==> src/rtl/rtc_pkg.sv <==
// Shared types and BCD helpers for the RTC bus arbiter (see RTC_RANGE_CHECK_EN in the top).
package rtc_pkg;

    typedef enum logic [1:0] {IDLE, ISSUE, CONV, DONE} state_t;
    typedef enum logic {PICO, SCAN} owner_t;

    localparam logic [7:0] BCD_MAX = 8'h99;

    // Values above 99 have no two-digit BCD form and map to 00.
    function automatic logic [7:0] bin2bcd(input logic [7:0] v);
        logic [3:0] tens;
        logic [3:0] units;
        tens  = 4'(v / 8'd10);
        units = 4'(v % 8'd10);
        if (v > 8'd99) return 8'h00;
        return {tens, units};
    endfunction

    function automatic logic [7:0] bcd2bin(input logic [7:0] b);
        return ({4'b0000, b[7:4]} * 8'd10) + {4'b0000, b[3:0]};
    endfunction

    function automatic logic bcd_invalid(input logic [7:0] b);
        return (b[7:4] > BCD_MAX[7:4]) || (b[3:0] > BCD_MAX[3:0]);
    endfunction

endpackage

==> src/rtl/bcd_conv.sv <==
// Combinational binary<->BCD converter shared by the write and read paths.
module bcd_conv
    import rtc_pkg::*;
(
    input  logic [7:0] bin_in,
    output logic [7:0] bcd_out,
    input  logic [7:0] bcd_in,
    output logic [7:0] bin_out,
    output logic       bcd_bad
);

    assign bcd_out = bin2bcd(bin_in);
    assign bin_out = bcd2bin(bcd_in);
    assign bcd_bad = bcd_invalid(bcd_in);

endmodule

==> src/rtl/rtc_bus_arbiter.sv <==
// Round-robin arbiter between PicoBlaze and display scanner for the BCD RTC bus.
// Define RTC_RANGE_CHECK_EN to reject values above LIMIT and raise conv_err.
module rtc_bus_arbiter
    import rtc_pkg::*;
#(
    parameter int ADDR_W      = 8,
    parameter int SCAN_PERIOD = 50000,
    parameter int SCAN_REGS   = 3,
    parameter int LIMIT       = 59
) (
    input  logic              clk,
    input  logic              rst_n,
    input  logic              pico_req,
    input  logic              pico_we,
    input  logic [ADDR_W-1:0] pico_addr,
    input  logic [7:0]        pico_wdata,
    output logic              pico_busy,
    output logic              pico_done,
    output logic [7:0]        pico_rdata,
    input  logic              scan_en,
    output logic              upd_valid,
    output logic [ADDR_W-1:0] upd_addr,
    output logic [7:0]        upd_data,
    output logic              rtc_req,
    output logic              rtc_we,
    output logic [ADDR_W-1:0] rtc_addr,
    output logic [7:0]        rtc_wdata,
    input  logic [7:0]        rtc_rdata,
    input  logic              rtc_ack,
    output logic              conv_err
);

    localparam int CNT_W = (SCAN_PERIOD > 1) ? $clog2(SCAN_PERIOD) : 1;
    localparam int PTR_W = (SCAN_REGS > 1) ? $clog2(SCAN_REGS) : 1;
    localparam logic [CNT_W-1:0] CNT_LAST = CNT_W'(SCAN_PERIOD - 1);
    localparam logic [PTR_W-1:0] PTR_LAST = PTR_W'(SCAN_REGS - 1);
    localparam logic [7:0] LIM8 = 8'(LIMIT);

    state_t state_q, state_d;
    owner_t owner_q, owner_d, last_grant_q, last_grant_d;
    logic we_q, we_d, rtc_req_q, rtc_req_d;
    logic [ADDR_W-1:0] addr_q, addr_d, upd_addr_q, upd_addr_d;
    logic [7:0] wdata_q, wdata_d, rdata_q, rdata_d;
    logic pico_busy_q, pico_busy_d, pico_done_q, pico_done_d;
    logic [7:0] pico_rdata_q, pico_rdata_d, upd_data_q, upd_data_d;
    logic upd_valid_q, upd_valid_d, conv_err_q, conv_err_d;
    logic [CNT_W-1:0] cnt_q, cnt_d;
    logic [PTR_W-1:0] scan_ptr_q, scan_ptr_d;
    logic scan_pend_q, scan_pend_d;
    logic pend_q, pend_d, pend_we_q, pend_we_d;
    logic [ADDR_W-1:0] pend_addr_q, pend_addr_d;
    logic [7:0] pend_wdata_q, pend_wdata_d;

    logic scan_tick, pico_take, pico_cand, cur_we;
    logic [ADDR_W-1:0] cur_addr;
    logic [7:0] cur_wbin, conv_bcd, conv_bin, read_result;
    logic conv_bad, read_err, wr_reject;

    // A request arriving while the bus is busy with a scan is held until IDLE.
    assign pico_take = pico_req && !pico_busy_q;
    assign pico_cand = pend_q || pico_take;
    assign cur_we    = pend_q ? pend_we_q    : pico_we;
    assign cur_addr  = pend_q ? pend_addr_q  : pico_addr;
    assign cur_wbin  = pend_q ? pend_wdata_q : pico_wdata;

    bcd_conv u_conv (
        .bin_in  (cur_wbin),
        .bcd_out (conv_bcd),
        .bcd_in  (rdata_q),
        .bin_out (conv_bin),
        .bcd_bad (conv_bad)
    );

`ifdef RTC_RANGE_CHECK_EN
    assign read_err  = conv_bad || (conv_bin > LIM8);
    assign wr_reject = cur_we && (cur_wbin > LIM8);
`else
    logic unused_range;
    assign unused_range = ^{conv_bad, LIM8};
    assign read_err  = 1'b0;
    assign wr_reject = 1'b0;
`endif

    assign read_result = read_err ? 8'h00 : conv_bin;

    always_comb begin
        state_d      = state_q;
        owner_d      = owner_q;
        last_grant_d = last_grant_q;
        we_d         = we_q;
        addr_d       = addr_q;
        wdata_d      = wdata_q;
        rdata_d      = rdata_q;
        rtc_req_d    = rtc_req_q;
        pico_busy_d  = pico_busy_q;
        pico_rdata_d = pico_rdata_q;
        upd_addr_d   = upd_addr_q;
        upd_data_d   = upd_data_q;
        scan_ptr_d   = scan_ptr_q;
        scan_pend_d  = scan_pend_q;
        pend_d       = pend_q;
        pend_we_d    = pend_we_q;
        pend_addr_d  = pend_addr_q;
        pend_wdata_d = pend_wdata_q;
        pico_done_d  = 1'b0;
        upd_valid_d  = 1'b0;
        conv_err_d   = 1'b0;
        scan_tick    = 1'b0;

        if (!scan_en) begin
            cnt_d = '0;
        end else if (cnt_q == CNT_LAST) begin
            cnt_d     = '0;
            scan_tick = 1'b1;
        end else begin
            cnt_d = cnt_q + 1'b1;
        end
        if (scan_tick) scan_pend_d = 1'b1;

        if (pico_take) begin
            pend_d       = 1'b1;
            pend_we_d    = pico_we;
            pend_addr_d  = pico_addr;
            pend_wdata_d = pico_wdata;
            pico_busy_d  = 1'b1;
        end

        case (state_q)
            IDLE: begin
                if (pico_cand && (!scan_pend_q || last_grant_q == SCAN)) begin
                    owner_d      = PICO;
                    last_grant_d = PICO;
                    pend_d       = 1'b0;
                    we_d         = cur_we;
                    addr_d       = cur_addr;
                    wdata_d      = conv_bcd;
                    if (wr_reject) begin
                        state_d     = DONE;
                        pico_done_d = 1'b1;
                        conv_err_d  = 1'b1;
                    end else begin
                        state_d   = ISSUE;
                        rtc_req_d = 1'b1;
                    end
                end else if (scan_pend_q) begin
                    owner_d      = SCAN;
                    last_grant_d = SCAN;
                    we_d         = 1'b0;
                    addr_d       = ADDR_W'(scan_ptr_q);
                    wdata_d      = 8'h00;
                    state_d      = ISSUE;
                    rtc_req_d    = 1'b1;
                end
            end
            ISSUE: begin
                if (rtc_ack) begin
                    rdata_d   = rtc_rdata;
                    rtc_req_d = 1'b0;
                    state_d   = CONV;
                end
            end
            CONV: begin
                state_d    = DONE;
                conv_err_d = read_err && !we_q;
                if (owner_q == PICO) begin
                    pico_done_d = 1'b1;
                    if (!we_q) pico_rdata_d = read_result;
                end else begin
                    upd_valid_d = 1'b1;
                    upd_addr_d  = addr_q;
                    upd_data_d  = read_result;
                end
            end
            DONE: begin
                state_d = IDLE;
                if (owner_q == PICO) begin
                    pico_busy_d = 1'b0;
                end else if (scan_ptr_q == PTR_LAST) begin
                    scan_ptr_d  = '0;
                    scan_pend_d = 1'b0;
                end else begin
                    scan_ptr_d = scan_ptr_q + 1'b1;
                end
            end
            default: state_d = IDLE;
        endcase
    end

    always_ff @(posedge clk) begin
        if (!rst_n) begin
            state_q      <= IDLE;
            owner_q      <= PICO;
            last_grant_q <= SCAN;
            we_q         <= 1'b0;
            addr_q       <= '0;
            wdata_q      <= 8'h00;
            rdata_q      <= 8'h00;
            rtc_req_q    <= 1'b0;
            pico_busy_q  <= 1'b0;
            pico_done_q  <= 1'b0;
            pico_rdata_q <= 8'h00;
            upd_valid_q  <= 1'b0;
            upd_addr_q   <= '0;
            upd_data_q   <= 8'h00;
            conv_err_q   <= 1'b0;
            cnt_q        <= '0;
            scan_ptr_q   <= '0;
            scan_pend_q  <= 1'b0;
            pend_q       <= 1'b0;
            pend_we_q    <= 1'b0;
            pend_addr_q  <= '0;
            pend_wdata_q <= 8'h00;
        end else begin
            state_q      <= state_d;
            owner_q      <= owner_d;
            last_grant_q <= last_grant_d;
            we_q         <= we_d;
            addr_q       <= addr_d;
            wdata_q      <= wdata_d;
            rdata_q      <= rdata_d;
            rtc_req_q    <= rtc_req_d;
            pico_busy_q  <= pico_busy_d;
            pico_done_q  <= pico_done_d;
            pico_rdata_q <= pico_rdata_d;
            upd_valid_q  <= upd_valid_d;
            upd_addr_q   <= upd_addr_d;
            upd_data_q   <= upd_data_d;
            conv_err_q   <= conv_err_d;
            cnt_q        <= cnt_d;
            scan_ptr_q   <= scan_ptr_d;
            scan_pend_q  <= scan_pend_d;
            pend_q       <= pend_d;
            pend_we_q    <= pend_we_d;
            pend_addr_q  <= pend_addr_d;
            pend_wdata_q <= pend_wdata_d;
        end
    end

    assign pico_busy  = pico_busy_q;
    assign pico_done  = pico_done_q;
    assign pico_rdata = pico_rdata_q;
    assign upd_valid  = upd_valid_q;
    assign upd_addr   = upd_addr_q;
    assign upd_data   = upd_data_q;
    assign rtc_req    = rtc_req_q;
    assign rtc_we     = we_q;
    assign rtc_addr   = addr_q;
    assign rtc_wdata  = wdata_q;
    assign conv_err   = conv_err_q;

endmodule

==> config.mk <==
export PLATFORM = sky130hd
export DESIGN_NAME = rtc_bus_arbiter
export DESIGN_NICKNAME = d
export VERILOG_FILES = /design/src/rtl/rtc_pkg.sv /design/src/rtl/bcd_conv.sv /design/src/rtl/rtc_bus_arbiter.sv
export SDC_FILE = /design/constraint.sdc
export NUM_CORES = 1
export LEC_CHECK = 0
export ABC_AREA = 1
export BUFFER_PORTS_ARGS = -buffer_cell sky130_fd_sc_hd__clkbuf_2
export CORE_UTILIZATION = 59
export CTS_BUF_LIST = sky130_fd_sc_hd__clkbuf_4 sky130_fd_sc_hd__clkbuf_8
export CTS_CLUSTER_SIZE = 10
export DETAILED_ROUTE_END_ITERATION = 10
export GPL_TIMING_DRIVEN = 0
export PLACE_DENSITY = 0.89
export SLEW_MARGIN = 10
export SYNTH_ARGS = -nofsm -noshare
export SYNTH_HDL_FRONTEND = slang
export SYNTH_HIERARCHICAL = 1
export SYNTH_SLANG_ARGS = --single-unit
==> constraint.sdc <==
create_clock -name clk -period 4.09 [get_ports clk]
set_input_delay 0.818 -clock clk [delete_from_list [all_inputs] [get_ports clk]]
set_output_delay 0.818 -clock clk [all_outputs]
set_load 0.05 [all_outputs]
After elaboration in Yosys (flattened, before gate mapping)
Cells that the tools add are included.
{"block": "totals", "ff_bits": 94, "in_bits": 30, "out_inout_bits": 46, "word_cells": 93}
{"block": "op_classes", "addsub": 3, "multipliers": 1, "n_div": 2, "n_lt_le_gt_ge": 1, "n_eq_ne": 7, "muxes": 36, "n_bitwise": 4, "reduce_logical": 18}
{"operator": "8-bit 2-to-1 mux", "n": 8}
{"operator": "1-bit 2-to-1 mux", "n": 22}
{"operator": "16-bit by 1-bit adder with 16-bit output (second input constant)", "n": 1}
{"operator": "16-bit == test (second input constant)", "n": 1}
{"operator": "2-bit AND reduction", "n": 6}
{"operator": "8-bit by 4-bit adder with 8-bit output", "n": 1}
{"operator": "8-bit by 4-bit divider with 8-bit output (second input constant)", "n": 1}
{"operator": "8-bit by 7-bit > comparator with 1-bit output (second input constant)", "n": 1}
{"operator": "8-bit by 4-bit remainder unit with 8-bit output (second input constant)", "n": 1}
{"operator": "2-bit 2-to-1 mux", "n": 4}
{"operator": "2-bit case mux with 4 select lines", "n": 1}
{"operator": "4-bit by 3-bit multiplier with 7-bit output (second input constant)", "n": 1}
{"operator": "2-bit == test (second input constant)", "n": 3}
{"operator": "3-bit AND reduction", "n": 2}
{"operator": "1-bit NOT", "n": 4}
{"operator": "2-bit nonzero test", "n": 2}
{"operator": "3-bit != test (second input constant)", "n": 1}
{"operator": "3-bit OR reduction", "n": 1}
{"operator": "2-bit by 1-bit adder with 2-bit output (second input constant)", "n": 1}
{"operator": "2-bit by 1-bit == test with 1-bit output (second input constant)", "n": 1}
{"operator": "1-bit logical AND", "n": 2}
{"operator": "1-bit zero test", "n": 2}
{"operator": "2-bit zero test", "n": 1}
{"operator": "1-bit logical OR", "n": 2}
{"operator": "2 further kinds", "n": 2}

Depth between registers and ports, before layout
Gate-level depths: netlist of the first run.
{"block": "logic_depth", "depth_word": 7, "depth_mapped": 29, "ltp_nobuf": 28}

By module
The synthesis of the first run kept the hierarchy.
{"mod": "rtc_bus_arbiter", "n_inst": 1, "cells_each": 539, "area_each_um2": 3933.8, "seq_area_each_um2": 1881.8}
{"mod": "bcd_conv", "n_inst": 1, "cells_each": 130, "area_each_um2": 802.0, "seq_area_each_um2": 0.0}

Worst setup path after synthesis of the first run
OpenSTA, ideal clock, no wires.
{"block": "synth_timing", "path_type": "input-to-reg", "startpoint": "in pico_wdata[6]", "endpoint": "reg wdata_q[3] (netlist: rtc_wdata[3])", "setup_time_ns": 0.117, "arrival_ns": 2.872, "t_required_ns": 3.973, "setup_slack_ns": 1.101, "stages": 22, "n_path_buf": 0, "cell_sequence": "nand2_1 > nand2_1 > o21ai_1 > nand2_1 > o211ai_1 > inv_1 > a21oi_4 > nand2_4 > nand2_4 > nand2_2 > nand2_2 > inv_2 > o21ai_1 > nand2_2 > ha_1 > nand3b_1 > nand2_1 > nand2_1 > nand2_1 > nor2_1 > o21ai_0 > nor2_1"}
{"block": "synth_between", "elab_chain_len": 5, "elab_cells_between_ends": 6, "cone_classes": "div (1); order compare (1); mux (4)"}
{"item": "start: declaration", "line": "rtc_bus_arbiter.sv:16", "text": "input logic [7:0] pico_wdata,"}
{"item": "8-bit 2-to-1 mux *", "line": "rtc_bus_arbiter.sv:64", "text": "assign cur_wbin = pend_q ? pend_wdata_q : pico_wdata;"}
{"item": "net cur_wbin[6]", "line": "rtc_bus_arbiter.sv:56", "text": "logic [7:0] cur_wbin, conv_bcd, conv_bin, read_result;"}
{"item": "branches (longest 2 deep; another with 8-bit by 4-bit remainder unit with 8-bit output)"}
{"item": "8-bit 2-to-1 mux *", "line": "rtc_pkg.sv:16", "text": "return {tens, units};"}
{"item": "net conv_bcd[3]", "line": "rtc_bus_arbiter.sv:56"}
{"item": "8-bit 2-to-1 mux *", "line": "rtc_bus_arbiter.sv:130", "text": "if (pico_cand && (!scan_pend_q || last_grant_q == SCAN)) begin"}
{"item": "end signal: assignment", "line": "rtc_bus_arbiter.sv:219", "text": "wdata_q <= wdata_d;"}
{"item": "end: declaration", "line": "rtc_bus_arbiter.sv:43", "text": "logic [7:0] wdata_q, wdata_d, rdata_q, rdata_d;"}
Mark *: on every way through the listed nets, which the timed path passes.
A chain may end at the register's enable or synchronous reset.

Worst setup path after layout of the first run
{"block": "layout_timing", "startpoint": "reg pend_q", "endpoint": "reg wdata_q[3] (netlist: rtc_wdata[3])"}
{"block": "layout_between", "elab_chain_len": 5, "elab_cells_between_ends": 10, "cone_classes": "div (1); order compare (1); mux (4); reduce/logical (4)"}
{"item": "start: declaration", "line": "rtc_bus_arbiter.sv:50", "text": "logic pend_q, pend_d, pend_we_q, pend_we_d;"}
{"item": "start signal: assignment", "line": "rtc_bus_arbiter.sv:232", "text": "pend_q <= pend_d;"}
{"item": "8-bit 2-to-1 mux *", "line": "rtc_bus_arbiter.sv:64"}
{"item": "net cur_wbin[7]", "line": "rtc_bus_arbiter.sv:56"}
{"item": "branches (longest 2 deep; another with 8-bit by 4-bit remainder unit with 8-bit output)"}
{"item": "8-bit 2-to-1 mux *", "line": "rtc_pkg.sv:16"}
{"item": "net conv_bcd[3]", "line": "rtc_bus_arbiter.sv:56"}
{"item": "8-bit 2-to-1 mux *", "line": "rtc_bus_arbiter.sv:130"}
Marked as above.

==> results of run 1 <==
==> routing by layer <==
metal  wire, µm  track usage (%)  vias up
li1           -                -     2301
met1       4780             33.1     2048
met3        620             5.36       15
met4        159             7.41        0
met5          0                0        -
met2       5170             45.6      141
==> power groups by stage <==
stage / registers (mW) / logic, mW / clock network (mW)
2_1_floorplan: 1.51 / 0.878 / 0
3_3_place_gp: 1.18 / 1.47 / 0
3_5_place_dp: 1.19 / 1.53 / 0
4_1_cts: 1.17 / 1.54 / 0.589
5_1_grt: 1.19 / 1.71 / 0.628
6_report: 1.17 / 1.55 / 0.584
==> area by class of cell <==
class	instances	area, µm²	share of cell area [%]
Clock inverter	4	30.0	0.555
Multi-Input combinational cell	485	2460	45.4
Clock buffer	12	159	2.94
Tap cell	102	128	2.36
Buffer	20	116	2.15
Timing Repair Buffer	74	370	6.85
Inverter	67	268	4.95
Sequential cell	94	1880	34.8
==> worst paths after layout <==
kind | cells past startpoint | end | slack [ps]
hold reg to reg | 1 | cnt_q[0]$_SDFF_PP0_ | 480
hold / removal | 1 | cnt_q[0]$_SDFF_PP0_ | 480
setup reg to reg | 25 | rtc_wdata[3]$_SDFFE_PN0P_ | 740
setup / recovery | 25 | rtc_wdata[3]$_SDFFE_PN0P_ | 740
==> stage by stage <==
step | utilization (%) | setup slack, ps | std cells | power, mW | hold slack, ps
final | 70.0 | 744 | 858 | 3.31 | 480
after global routing | 70.0 | 335 | 858 | 3.53 | 504
after CTS | 70.0 | 773 | 858 | 3.30 | 481
after detailed placement | 67.6 | 676 | 842 | 2.72 | 460
after global placement | 67.6 | 845 | 842 | 2.65 | 441
after floorplan | - | 1100 | 666 | 2.39 | 430
==> registers in the layout, summed over array words and instances, names as in the netlist, 2 cells and up <==
register	flops
cnt_q	16
pend_addr_q	8
pend_wdata_q	8
pico_rdata	8
rdata_q	8
rtc_addr	8
rtc_wdata	8
upd_addr	8
upd_data	8
scan_ptr_q	2
state_q	2
==> layout by cell type (no fill, tap or decap), types with 7 or more instances in the layout <==
| cell | n |
|---|---|
| inv_1 | 57 |
| nor2_1 | 142 |
| nand2_1 | 125 |
| nand2_4 | 11 |
| nand4_1 | 15 |
| a21oi_1 | 24 |
| clkbuf_1 | 7 |
| nand3_1 | 35 |
| nand2_2 | 11 |
| clkbuf_2 | 74 |
| ha_1 | 14 |
| dfxtp_1 | 94 |
| o21ai_0 | 69 |
| clkbuf_8 | 11 |
==> worst max-delay path: stages (launching register included) <==
cell and delay, ps:
dfxtp_1 320, inv_2 140, buf_1 370, nand2_1 100, nand2_1 210, o21ai_1 150, nand2_1 80, nand3_1 90
nand2_2 120, nand2_4 90, nand2_2 70, nand3_2 90, nand2_4 110, nand3_1 90, nand2_2 100, inv_2 60
o21ai_1 140, nand2_2 100, ha_1 210, nand3b_1 150, nand2_1 60, nand2_1 50, nand2_1 50, nor2_1 50
o21ai_0 170, nor2_1 60
==> reports/qor.yml, run 1 <==
clk_latency_ps: 360
rows: 32
crit_required_ps: 4350
hp-class: "reg2reg"
rr_startpoint: "pend_q$_SDFF_PN0_"
pwr-share-comb_pct: 46.9
drv_cap: 0
cts_tree: "yes"
vias_per_cell: 5.25
grt_pass1_wl_um: 18100
synth_nets: 712
cts_buffers: 9
wire_per_inst_um: 12.5
worstSetupPathType: "reg2reg"
cts-root-buf: "clkbuf_8"
end_kind: "flip-flop"
final.min_clock_period_ps: 3350
drt_iter0_drc: 306
setup_tns_ps: 0
grt_max_degree: 16
postCtsSetupBuffers: 0
die_h_um: 91.5
syn_area_mm2: 0.00472
die-area_mm2: 0.00836
areaGrowthSynthToFinish_pct: 14.5
relSlewSlack_pct: 66.3
clock_skew_ps: 8.24
dpl_cell_area_mm2: 0.00522
die_x_um: 91.5
power_leakage_nw: 2.48
final_nets: 797
gp_congestion: 0.914
synthCells: 666
status: "complete, no violations"
power.internal_mw: 1.79
cts-hold-fix-buffers: 0
fin_crit_sh_pct: 81.8
cts_htree_levels: 3
max_freq_ghz: 0.299
crit_arrival_ps: 3600
drcViolationCount: 0
diodes: 0
clkPwrFrac_pct: 17.7
firstDrtPassIters: 5
vdd_ir_drop_max_v: 0.000257
setup_viol: 0
power_switching_mw: 1.52
ios: 76
drive_gt1_share_pct: 18.9
yosysWarnings: 6
routed-via-count: 4505
dpl.hpwl_um: 8240
final-hold-violation-count: 0
core_mm2: 0.00773
path_clk_slew_ps: 90
worstSetupStartpointType: "flip-flop"
cts.path.max_buffers: 2
slew_violations: 0
grt_pass1_vias: 4134
track_usage_pct: 26.4
overflow: 0
port_buffers: 74
p_seq_share_pct: 35.4
worstHoldStart: "cnt_q[0]$_SDFF_PP0_"
rsz0062_at_grt: "false"
cp-startpoint: "pend_q$_SDFF_PN0_"
wl_um: 10700
clkSinkCount: 94
cts_resized: 0
swShare_pct: 45.9
syn_area_per_cell_um2: 7.09
fin_area_mm2: 0.00541
antenna_found_initial: 0
cp_max_fo: 10
p_per_area_mw_per_mm2: 612
antenna_left: 0
fillers: 613
tightest_slew_ps: 506
start_util_pct: 61.1
No activity file was read; power rests on OpenSTA's default activity.
==> inputs of run 2 (changes only) <==
- CORE_UTILIZATION: 59 -> 53
- PLACE_DENSITY: 0.89 -> 0.84
- clock period: 4.09 -> 3.07 ns (I/O delays scaled with it)
==> run 2 against run 1 <==
Fmax is 17% higher. Clock skew is 5.0 ps higher. Highest routed layer unchanged. Register-to-register slack worse by 530 ps. Global-route usage is 3.1 points lower.
==> reports/qor.yml, run 2 (same netlist as run 1, synthesis figures left out) <==
status: "complete, no violations"
worstSetupStartpointType: "flip-flop"
cts-root-buf: "clkbuf_8"
cts-hold-fix-buffers: 0  # unchanged
grt_max_degree: 20  # +4
crit_arrival_ps: 3120  # -480 ps
cts.path.max_buffers: 2  # unchanged
antenna_found_initial: 0  # unchanged
wl_um: 10800  # +0.61%
min_to: "cnt_q[0]$_SDFF_PP0_"
worstHoldStart: "cnt_q[0]$_SDFF_PP0_"
drcViolationCount: 0  # unchanged
hold_depth: 1  # unchanged
areaGrowthSynthToFinish_pct: 16.9
p_seq_share_pct: 34.5  # -0.9 points
hold_ws_ps: 477  # -3.00 ps
hp-class: "reg2reg"
max_freq_ghz: 0.350  # +17%
worst_slack_ps: 213  # -531 ps
dpl_cell_area_mm2: 0.00523  # +0.14%
grt_pass1_wl_um: 17000  # -6.2%
power_switching_mw: 2.06  # +36%
cts_buffers: 9  # unchanged
pre_cts_ws_ps: -288  # -965 ps
worstSetupPathType: "reg2reg"
largest_reg_flops: 16  # unchanged
end_kind: "flip-flop"
final.min_clock_period_ps: 2860  # -489 ps
final_cell_mix: "nor2_1, nand2_1, dfxtp_1"
diodes: 0  # unchanged
crit_required_ps: 3330  # -1020 ps
gp_congestion: 0.848  # -7.2%
setup_viol: 0  # unchanged
fin_area_mm2: 0.00552  # +2.0%
clock_skew_ps: 13.3  # +5.03 ps
clkSinkCount: 94  # unchanged
routed-via-count: 4490  # -0.33%
start_util_pct: 54.4  # -6.7 points
vias_per_cell: 5.19  # -1.1%
p_per_area_mw_per_mm2: 822  # +34%
clk_latency_ps: 360  # about the same
pwr-share-comb_pct: 46.3  # -0.6 points
die_h_um: 96.4  # +5.4%
antenna_left: 0  # unchanged
die-area_mm2: 0.00929  # +11%
core_mm2: 0.00868  # +12%
firstDrtPassIters: 5  # unchanged
regMostFlops: "cnt_q"
slew_violations: 0  # unchanged
final_common_cell: "nor2_1"
final-hold-violation-count: 0  # unchanged
power_leakage_nw: 2.51  # +1.2%
track_usage_pct: 23.3  # -3.1 points
ios: 76  # unchanged
cp_max_fo: 19  # +9
drt_iter0_drc: 212  # -31%
cts_tree: "yes"
ff2ff_setup_slack_ps: 210  # -530 ps
overflow: 0  # unchanged
rr_startpoint: "pend_q$_SDFF_PN0_"
r2r_cells: 25  # unchanged
drv_cap: 0  # unchanged
fillers: 779  # +27%
rows: 34  # +6.3%
grt_pass1_vias: 3922  # -5.1%
clkPwrFrac_pct: 19.2  # +1.5 points
fin_crit_sh_pct: 93.1  # +11 points
swShare_pct: 45.5  # -0.40 points
r2r_end: "rtc_wdata[3]$_SDFFE_PN0P_"
path_clk_slew_ps: 100  # about the same
wire_per_inst_um: 12.5  # -0.20%
power.internal_mw: 2.47  # +38%
dpl.hpwl_um: 8210  # -0.40%
cts_htree_levels: 3  # unchanged
port_buffers: 74  # unchanged
die_x_um: 96.4  # +5.4%
final_nets: 798  # +0.13%
vdd_ir_drop_max_v: 0.000299  # +16%
drive_gt1_share_pct: 20.6  # +1.7 points
run 2: cell types whose count changed in the layout (fill, tap and decap cells not counted), sizes merged:
cell and change:
clkinvlp -1, bufinv +1, clkinv -1, buf +1, inv +3, clkbuf -2
run 2: per-layer routing:
layer | global-route usage, % | up-vias | routed length [µm]
met5 | 0 | - | 0
met1 | 28.4 | 2065 | 4650
met4 | 8.33 | 0 | 127
li1 | - | 2297 | -
met2 | 41.1 | 114 | 5500
met3 | 3.91 | 14 | 521
run 2: worst max path at each step:
stage,start,end,cells past startpoint
5_1_grt,pend_q$_SDFF_PN0_,rtc_wdata[3]$_SDFFE_PN0P_,25
3_3_place_gp,pend_q$_SDFF_PN0_,rtc_wdata[3]$_SDFFE_PN0P_,24
2_1_floorplan,pend_q$_SDFF_PN0_,rtc_wdata[3]$_SDFFE_PN0P_,25
4_1_cts,pend_q$_SDFF_PN0_,rtc_wdata[3]$_SDFFE_PN0P_,23
3_5_place_dp,pend_q$_SDFF_PN0_,rtc_wdata[3]$_SDFFE_PN0P_,25
6_report,pend_q$_SDFF_PN0_,rtc_wdata[3]$_SDFFE_PN0P_,25
run 2: critical path: stages (launching register included):
cell and delay [ps]:
dfxtp_4 370, buf_12 150, nand2_1 100, nand2_4 80, o21ai_4 200, nand2_1 70
nand3_1 100, nand2_2 90, nand2_4 120, nand2_2 60, nand3_2 80, nand2_4 80
nand3_1 100, nand2_2 80, inv_2 90, nand2_4 60, nand3_1 80, nand2_2 80
ha_1 190, nand3b_1 160, nand2_1 70, nand2_1 50, nand2_1 50, nor2_1 50
o21ai_1 140, nor2_1 50
run 2: repair_timing:
item / 4_1_cts / 5_1_grt
setup buffers: 0 / 3
resized for setup: 4 / 18
setup endpoints to repair: 3 / 3
endpoints found under the hold margin: 0 / 0
pin swaps: 0 / 5
run 2: cell type report:
cell class | count | area [µm²] | share of cell area (%)
inverters | 67 | 273 | 4.94
clock inverters | 6 | 73.8 | 1.34
clock buffers | 10 | 138 | 2.49
well taps | 108 | 135 | 2.45
flip-flops and latches | 94 | 1890 | 34.2
multi-input cells | 485 | 2500 | 45.3
repair buffers | 77 | 393 | 7.12
plain buffers | 18 | 123 | 2.22
run 2: power groups by stage:
| stage | sequential, mW | combinational (mW) | clock (mW) |
|---|---|---|---|
| 2_1_floorplan | 2.02 | 1.17 | 0 |
| 3_3_place_gp | 1.58 | 1.96 | 0 |
| 3_5_place_dp | 1.59 | 2.03 | 0 |
| 4_1_cts | 1.56 | 2.05 | 0.885 |
| 5_1_grt | 1.60 | 2.31 | 0.931 |
| 6_report | 1.57 | 2.10 | 0.869 |
run 2: through the flow:
stage | cells | total power [mW] | util (%) | setup TNS [ps]
2_1_floorplan | 666 | 3.19 | - | 0
3_3_place_gp | 848 | 3.54 | 60.2 | -112
3_5_place_dp | 848 | 3.62 | 60.2 | -603
4_1_cts | 862 | 4.49 | 62.7 | 0
5_1_grt | 865 | 4.84 | 63.6 | -61.7
6_report | 865 | 4.53 | 63.6 | 0
==> inputs of run 3 (changes only) <==
- CORE_UTILIZATION: 53 -> 38
- PLACE_DENSITY: 0.84 -> 0.66
==> run 3 against run 2 <==
Combinational power decreased by 2%. Clock-buffer cell count decreased by 1. Worst hold slack got worse by 3.8 ps. Clock skew decreased by 5.0 ps. Largest power group unchanged. Fmax decreased by 0.69%. Setup slack got worse by 20 ps. Register-to-register slack got worse by 20 ps. Global-route usage decreased by 6.4 points. Critical path type unchanged. Clock power decreased by 4.7%. Sequential share of layout area decreased by 0.34 points.
==> reports/qor.yml, run 3 (same netlist as run 1, synthesis figures left out) <==
status: "complete, no violations"
grt_max_degree: 20  # unchanged
drcViolationCount: 0  # unchanged
firstDrtPassIters: 4  # -1
die_h_um: 113  # +18%
cts-root-buf: "clkbuf_8"
final_common_cell: "nor2_1"
max_freq_ghz: 0.348  # -0.69%
antenna_found_initial: 0  # unchanged
setup_viol: 0  # unchanged
routed-via-count: 4270  # -4.9%
clk_latency_ps: 370  # about the same
place_inst: 908  # +7.1%
pre_cts_ws_ps: -210  # +77.9 ps
fin_crit_sh_pct: 93.7  # +0.65 points
grt_pass1_vias: 3686  # -6.0%
path_common_cell: "nand2_1"
crit_end: "rtc_wdata[3]$_SDFFE_PN0P_"
crit_arrival_ps: 3150  # +30 ps
ff2ff_setup_slack_ps: 190  # -20 ps
worstPathBufferInverterCount: 3  # +1
cp-startpoint: "pend_q$_SDFF_PN0_"
wire_per_inst_um: 11.4  # -8.4%
power_leakage_nw: 2.51  # about the same
hp-class: "reg2reg"
rr_startpoint: "pend_q$_SDFF_PN0_"
ios: 76  # unchanged
crit_required_ps: 3340  # about the same
worstSetupStartpointType: "flip-flop"
critical_path_depth: 23  # -8.0%
clkSinkCount: 94  # unchanged
critical_path.top_delay_family: "simple AND/OR/NAND/NOR gates"
r2r_end: "rtc_wdata[3]$_SDFFE_PN0P_"
regMostFlops: "cnt_q"
drive_gt1_share_pct: 20.6  # -0.027 points
slew_violations: 0  # unchanged
track_usage_pct: 16.9  # -6.4 points
vias_per_cell: 4.61  # -11%
worst_path_largest_cell_delay_ps: 370  # about the same
fin_area_mm2: 0.00557  # +1.0%
setup_tns_ps: 0  # unchanged
p_per_area_mw_per_mm2: 799  # -2.8%
areaGrowthSynthToFinish_pct: 18.0
path_clk_slew_ps: 90  # about the same
worst_slack_ps: 193  # -19.9 ps
end_kind: "flip-flop"
hold_ws_ps: 473  # -3.78 ps
worstSetupPathType: "reg2reg"
cp_slowest_cell: "dfxtp_4"
wl_um: 10600  # -2.0%
largest_reg_flops: 16  # unchanged
gp_congestion: 0.823  # -2.9%
overflow: 0  # unchanged
port_buffers: 74  # unchanged
clock_skew_ps: 8.31  # -4.95 ps
r2r_cells: 23  # -8.0%
die_x_um: 113  # +18%
dpl.hpwl_um: 8150  # -0.75%
antenna_left: 0  # unchanged
cts_tree: "yes"
grt_pass1_wl_um: 17300  # +2.0%
fillers: 1292  # +66%
vdd_ir_drop_max_v: 0.000216  # -28%
drt_iter0_drc: 264  # +25%
cts_htree_levels: 3  # unchanged
start_util_pct: 39.1  # -15 points
final_cells: 926  # +7.1%
core_mm2: 0.0121  # +39%
cp_max_fo: 13  # -6
cts-hold-fix-buffers: 0  # unchanged
cts_buffers: 9  # unchanged
final.min_clock_period_ps: 2880  # +19.9 ps
final-hold-violation-count: 0  # unchanged
die-area_mm2: 0.0129  # +39%
diodes: 0  # unchanged
final_nets: 799  # +0.13%
final_cell_mix: "nor2_1, nand2_1, dfxtp_1"
dpl_cell_area_mm2: 0.00530  # +1.4%
rows: 40  # +18%
cts.path.max_buffers: 2  # unchanged
drv_cap: 0  # unchanged
worstPathCellList: "buf_6 -> nand2_1 -> nand2_2 -> o21ai_2 -> nand2_1 -> o211ai_1 -> inv_1 -> a21oi_4 -> nand2_4 -> nand2_4 -> nand2_2 -> nand2_2 -> inv_2 -> o21ai_1 -> nand2_2 -> ha_1 -> nand3b_1 -> nand2_1 -> nand2_1 -> nand2_1 -> nor2_1 -> o21ai_0 -> nor2_1"
-- run 3: cell types whose count changed in the layout (fill, tap and decap cells not counted), sizes merged --
cell	delta
clkbuf	-1
clkinv	+5
inv	-4
buf	+1
-- run 3: timing repair --
item                                    CTS  global route
cloned                                    0             0
endpoints found under the setup margin    3             3
pin swaps                                 0             3
setup buffers                             0             4
resized for setup                         1            16
endpoints found under the hold margin     0             0
-- run 3: stage by stage --
stage	utilization [%]	power, mW
finish	46.2	4.45
global route	46.2	4.77
CTS	45.6	4.46
detailed placement	44.0	3.62
global placement	44.0	3.60
floorplan	-	3.19
-- run 3: area by class of cell --
cell class                 count  area [µm²]  share of cell area (%)
clock buffer                   9         124                    2.22
inverter                      67         273                    4.89
sequential                    94        1890                    33.8
clock inverter                 7        75.1                    1.35
timing repair buffer          78         400                    7.18
buffer                        18         114                    2.04
multi-input combinational    485        2490                    44.7
tap                          168         210                    3.77
-- run 3: power breakdown --
| part | switching [mW] | internal (mW) |
|---|---|---|
| registers | 0.136 | 1.43 |
| logic | 1.44 | 0.623 |
| clock network | 0.449 | 0.379 |
| total | 2.02 | 2.43 |
-- run 3: how the worst min path moves through the flow --
stage / start / to / slack [ps] / depth (start not counted)
3_3_place_gp: cnt_q[0]$_SDFF_PP0_ / cnt_q[0]$_SDFF_PP0_ / 440 / 1
3_5_place_dp: cnt_q[0]$_SDFF_PP0_ / cnt_q[0]$_SDFF_PP0_ / 460 / 1
2_1_floorplan: cnt_q[0]$_SDFF_PP0_ / cnt_q[0]$_SDFF_PP0_ / 430 / 1
5_1_grt: cnt_q[13]$_SDFF_PP0_ / cnt_q[13]$_SDFF_PP0_ / 510 / 2
4_1_cts: rtc_req$_SDFFE_PN0P_ / rtc_req$_SDFFE_PN0P_ / 480 / 2
6_report: cnt_q[0]$_SDFF_PP0_ / cnt_q[0]$_SDFF_PP0_ / 470 / 1
-- run 3: per-layer routing --
metal  global-route usage, %  share of wire (%)
met1                    22.7                 51
met2                    26.8                 45
met3                    3.51                3.7
met4                    6.05               0.66
met5                       0                  0
-- run 3: worst reg2reg max path, stage by stage, from the launching register on --
cell and delay, ps:
dfxtp_4 370, buf_6 150, nand2_1 80, nand2_2 100
o21ai_2 180, nand2_1 170, o211ai_1 150, inv_1 100
a21oi_4 160, nand2_4 100, nand2_4 70, nand2_2 50
nand2_2 70, inv_2 50, o21ai_1 140, nand2_2 100
ha_1 190, nand3b_1 150, nand2_1 70, nand2_1 50
nand2_1 50, nor2_1 40, o21ai_0 150, nor2_1 60
